## config.mk

```make
export PLATFORM = sky130hd
export DESIGN_NAME = serial_adder_ctrl
export DESIGN_NICKNAME = d
export VERILOG_FILES = /design/src/rtl/serial_arith_pkg.sv /design/src/rtl/full_adder.sv /design/src/rtl/serial_adder_ctrl.sv
export SDC_FILE = /design/constraint.sdc
export NUM_CORES = 1
export LEC_CHECK = 0
export ABC_AREA = 1
export CORE_MARGIN = 1
export CORE_UTILIZATION = 50
export DETAILED_ROUTE_END_ITERATION = 6
export GPL_TIMING_DRIVEN = 0
export PLACE_DENSITY = 0.8
export SYNTH_ARGS = -nofsm -noshare
export SYNTH_HDL_FRONTEND = slang
export SYNTH_SLANG_ARGS = --single-unit
```

## constraint.sdc

```tcl
create_clock -name clk -period 1.5 [get_ports clk]
set_input_delay 0.3 -clock clk [delete_from_list [all_inputs] [get_ports clk]]
set_output_delay 0.3 -clock clk [all_outputs]
set_load 0.01 [all_outputs]
```

## src/rtl/serial_arith_pkg.sv

```systemverilog
// Shared definitions for the bit-serial arithmetic blocks.
//   state_t : sequencer states (idle, shifting bits, result presented)
//   cnt_w() : bit-counter width for a given operand width, never below 1
package serial_arith_pkg;

    typedef enum logic [1:0] {
        ST_IDLE = 2'd0,
        ST_RUN  = 2'd1,
        ST_DONE = 2'd2
    } state_t;

    // A 1-bit operand still needs a 1-bit counter, so $clog2(1)=0 is lifted to 1.
    function automatic int cnt_w(input int width);
        return (width > 1) ? $clog2(width) : 1;
    endfunction

endpackage

```

## src/rtl/full_adder.sv

```systemverilog
// 1-bit combinational full-adder cell.
//   a, b  : addend bits
//   c     : carry in
//   sum   : a ^ b ^ c
//   carry : carry out
module full_adder (
    input  logic a,
    input  logic b,
    input  logic c,
    output logic sum,
    output logic carry
);

    assign sum   = a ^ b ^ c;
    assign carry = (a & b) | (c & (a ^ b));

endmodule

```

## src/rtl/serial_adder_ctrl.sv

```systemverilog
// Bit-serial WIDTH-bit adder sequencer. Captures a, b, cin when start is seen
// in IDLE, then feeds one full-adder cell LSB-first, one bit per clock, with
// the carry held in a flop. The result {cout, sum} = a + b + cin is written
// on the last bit edge and accompanied by a one-cycle done pulse.
//   clk   : rising-edge clock
//   rst_n : asynchronous active-low reset
//   start : request, only honoured in IDLE
//   a, b  : WIDTH-bit operands, captured on the accepting edge
//   cin   : carry-in, captured on the accepting edge
//   busy  : high while not IDLE
//   done  : one-cycle pulse, sum/cout valid
//   sum   : WIDTH-bit result register
//   cout  : carry-out register
module serial_adder_ctrl #(
    parameter int WIDTH = 8
) (
    input  logic             clk,
    input  logic             rst_n,
    input  logic             start,
    input  logic [WIDTH-1:0] a,
    input  logic [WIDTH-1:0] b,
    input  logic             cin,
    output logic             busy,
    output logic             done,
    output logic [WIDTH-1:0] sum,
    output logic             cout
);

    import serial_arith_pkg::*;

    localparam int               CNT_W    = cnt_w(WIDTH);
    localparam logic [CNT_W-1:0] CNT_LAST = CNT_W'(WIDTH - 1);

    state_t           state;
    logic [WIDTH-1:0] sh_a;
    logic [WIDTH-1:0] sh_b;
    logic [WIDTH-1:0] acc;
    logic [WIDTH-1:0] acc_nxt;
    logic             carry;
    logic [CNT_W-1:0] cnt;
    logic             fa_sum;
    logic             fa_carry;
    logic             accept;
    logic             last;

    assign accept = (state == ST_IDLE) && start;
    assign last   = (state == ST_RUN) && (cnt == CNT_LAST);

    // New sum bit enters at the MSB; after WIDTH shifts bit 0 holds the LSB.
    // Written as shift/OR so the expression also holds for WIDTH=1.
    assign acc_nxt = (acc >> 1) | (WIDTH'(fa_sum) << (WIDTH - 1));

    full_adder u_fa (
        .a     (sh_a[0]),
        .b     (sh_b[0]),
        .c     (carry),
        .sum   (fa_sum),
        .carry (fa_carry)
    );

    // Sequencer
    always_ff @(posedge clk or negedge rst_n) begin
        if (!rst_n) begin
            state <= ST_IDLE;
        end else begin
            unique case (state)
                ST_IDLE: if (start) state <= ST_RUN;
                ST_RUN:  if (cnt == CNT_LAST) state <= ST_DONE;
                ST_DONE: state <= ST_IDLE;
                default: state <= ST_IDLE;
            endcase
        end
    end

    // Operand shifters, carry flop, sum accumulator, bit counter
    always_ff @(posedge clk or negedge rst_n) begin
        if (!rst_n) begin
            sh_a  <= '0;
            sh_b  <= '0;
            carry <= 1'b0;
            acc   <= '0;
            cnt   <= '0;
        end else if (accept) begin
            sh_a  <= a;
            sh_b  <= b;
            carry <= cin;
            cnt   <= '0;
        end else if (state == ST_RUN) begin
            sh_a  <= sh_a >> 1;
            sh_b  <= sh_b >> 1;
            carry <= fa_carry;
            acc   <= acc_nxt;
            cnt   <= cnt + 1'b1;
        end
    end

    // Registered outputs; sum/cout only change on the last bit edge
    always_ff @(posedge clk or negedge rst_n) begin
        if (!rst_n) begin
            busy <= 1'b0;
            done <= 1'b0;
            sum  <= '0;
            cout <= 1'b0;
        end else begin
            busy <= accept || (state == ST_RUN);
            done <= last;
            if (last) begin
                sum  <= acc_nxt;
                cout <= fa_carry;
            end
        end
    end

endmodule
```

==> run metrics <==
DRC 0; Place WS 0.202 ns; post-synthesis sequential area ratio 55.7%; setup_tns 0 ns; Worst-path clk slew 0.12 ns; highest clock rate 754 MHz; R2R cell count 5; Hold WC Path Type in -> async; # H-tree levels 2; Worst Slack Setup Final 0.174 ns; CTS root buffer clkbuf_4; Data required, critical path 1.20 ns; Longest Clk Path Bufs 2; flops & latches, synth 40; Setup violations, final 0; area grow syn2layout 23.6%; nets@finish 279; vias in the first global route 1,315; FF-to-FF End sh_a[5]$_DFFE_PN0P_; syn_nets 243; drt wl/cell 11.0 µm; fillcell total 274; RSZ-0062 raised after global routing false; Max Cap Viol 0; Overflow after GRT 0; fin util 65.5%; Synth Instances 220; Critical Path End Type output port; Antenna diodes 0; Final ANT Viol Nets 0; die width 61.9 µm; Clk Latency, worst-skew pair 0.35 ns; Buf/Inv on CP 1; row count 21; fin crit period 1.33 ns; largest net degree at the start of global routing 41; Worst Max-Slew Pin Slew 0.859 ns; vias per cell 4.96; fin crit share 88.4%; Final Hold Fails 0; clock net sink count 40; critical path class reg -> out; CTS tree built; overall routing resource usage 20.7%; Initial Util 53.0%; CP startpoint kind flop; Initial DRC Count 117; Clock Skews 0.00730 ns; setup repair bufs after CTS 0; total wire length 3330 µm; initial antenna violation count 0; first-pass GRT wire length 5680 µm; layout cells sized above 1 8.95%; synth warn 0; total number of vias 1,504; Top delay family on crit path flip-flops; Pwr Density 1890 nW/µm²; Worst path slowest cell dfrtp_1; Placer Congestion 0.764; post-DP HPWL 2300 µm; status complete, no violations; Critical Path AT 1.03 ns; Num CTS Buffers 5; syn avg cell area 8.17 µm²; maximum vdd drop 801 µV; Yosys cell types 15; core area 3390 µm²; Max Slew Vio Count 0; Cell Chain, Critical Path dlygate4sd2_1; I/O pin cnt 31; DR pass1 iterations 4; port bufs 29; final total power 4.19 mW; flop2flop setup slack 0.18 ns; reg2reg start state[0]$_DFFE_PN0P_; Die Ht 61.9 µm; largest fanout on the critical path 2; relative slew slack 42.8%; CP peak stage delay 0.39 ns; Synth Cell Area 1800 µm²; leakage dissipation 1.22 nW; Die Area 3840 µm²
## flip-flops by register name (all words and copies together), names as in the netlist
signal / count
acc: 7
sh_b: 8
sh_a: 8
done: 1
busy: 1
sum: 8
cout: 1
state: 2
carry: 1
cnt: 3
## synth_stat cells
master    instances  area, µm²
buf_1             1       3.75
buf_2             6       30.0
buf_4             2       15.0
clkbuf_1          1       3.75
dfrtp_1          40       1000
fa_1              1       20.0
ha_1              2       25.0
inv_1            17       63.8
inv_2             2       7.51
nand2_1         102        383
nand2_2           2       12.5
nand3_1          32        160
nor2_1            1       3.75
nor2_4            2       22.5
o21ai_1           9       45.0
## metrics by stage
| step | instances | hold WS [ns] | area (µm²) |
|---|---|---|---|
| detailed placement | 295 | 0.455 | 2140 |
| CTS | 303 | 0.0645 | 2220 |
| global placement | 295 | 0.453 | 2140 |
| global route | 303 | 0.0921 | 2220 |
| floorplan | 220 | 0.00441 | 1800 |
| finish | 303 | 0.0459 | 2220 |
## worst max-delay path by stage
stage | start | end | slack, ns | depth (start not counted)
2_1_floorplan | cnt[0]$_DFFE_PN0P_ | sum[7]$_DFFE_PN0P_ | 0.35 | 6
3_3_place_gp | rst_n | sh_b[3]$_DFFE_PN0P_ | -0.80 | 1
3_5_place_dp | start | sh_a[5]$_DFFE_PN0P_ | 0.20 | 5
4_1_cts | sum[3]$_DFFE_PN0P_ | sum[3] | 0.16 | 1
5_1_grt | state[0]$_DFFE_PN0P_ | sh_a[5]$_DFFE_PN0P_ | 0.06 | 5
6_report | sum[3]$_DFFE_PN0P_ | sum[3] | 0.17 | 1
## cells in the final DEF (no fill, tap or decap), drive strengths merged
master / synthesis / layout
nand2: 104 / 104
dfrtp: 40 / 40
nand3: 32 / 32
inv: 19 / 19
clkdlybuf4s50: 0 / 17
dlygate4sd2: 0 / 11
buf: 9 / 10
o21ai: 9 / 9
clkbuf: 1 / 8
nor2: 3 / 3
ha: 2 / 2
fa: 1 / 1
bufinv: 0 / 1
## final cells by class
type / instances / area, µm² / share of cell area (%)
Buffer: 10 / 52.6 / 2.37
Clock buffer: 7 / 65.1 / 2.93
Clock inverter: 1 / 30.0 / 1.35
Inverter: 19 / 71.3 / 3.21
Multi-Input combinational cell: 151 / 672 / 30.3
Sequential cell: 40 / 1000 / 45.1
Tap cell: 46 / 57.6 / 2.59
Timing Repair Buffer: 29 / 272 / 12.2
## power breakdown
| group | internal (mW) | switching (mW) |
|---|---|---|
| logic | 0.646 | 0.937 |
| registers | 1.55 | 0.270 |
| clock network | 0.442 | 0.350 |
| total | 2.64 | 1.56 |
## timing repair
action,4_1_cts,5_1_grt
gates resized for setup,11,0
hold buffers,0,0
endpoints found under the setup margin,11,0
## layer usage
metal	part of all wire, %	GRT usage, %	up-vias
li1	-	-	759
met1	47	26.6	700
met2	46	32.8	39
met3	4.9	5.59	6
met4	1.8	9.52	0
met5	0	0	-
## logic make-up after synthesis
group           Yosys count  synth area share (%)
compound gates            9                  2.51
flops                    40                  55.7
simple gates            139                  32.4
fa+ha+maj                 3                  2.51
buf+inv                  29                  6.89
Power figures use the tool's default switching activity.
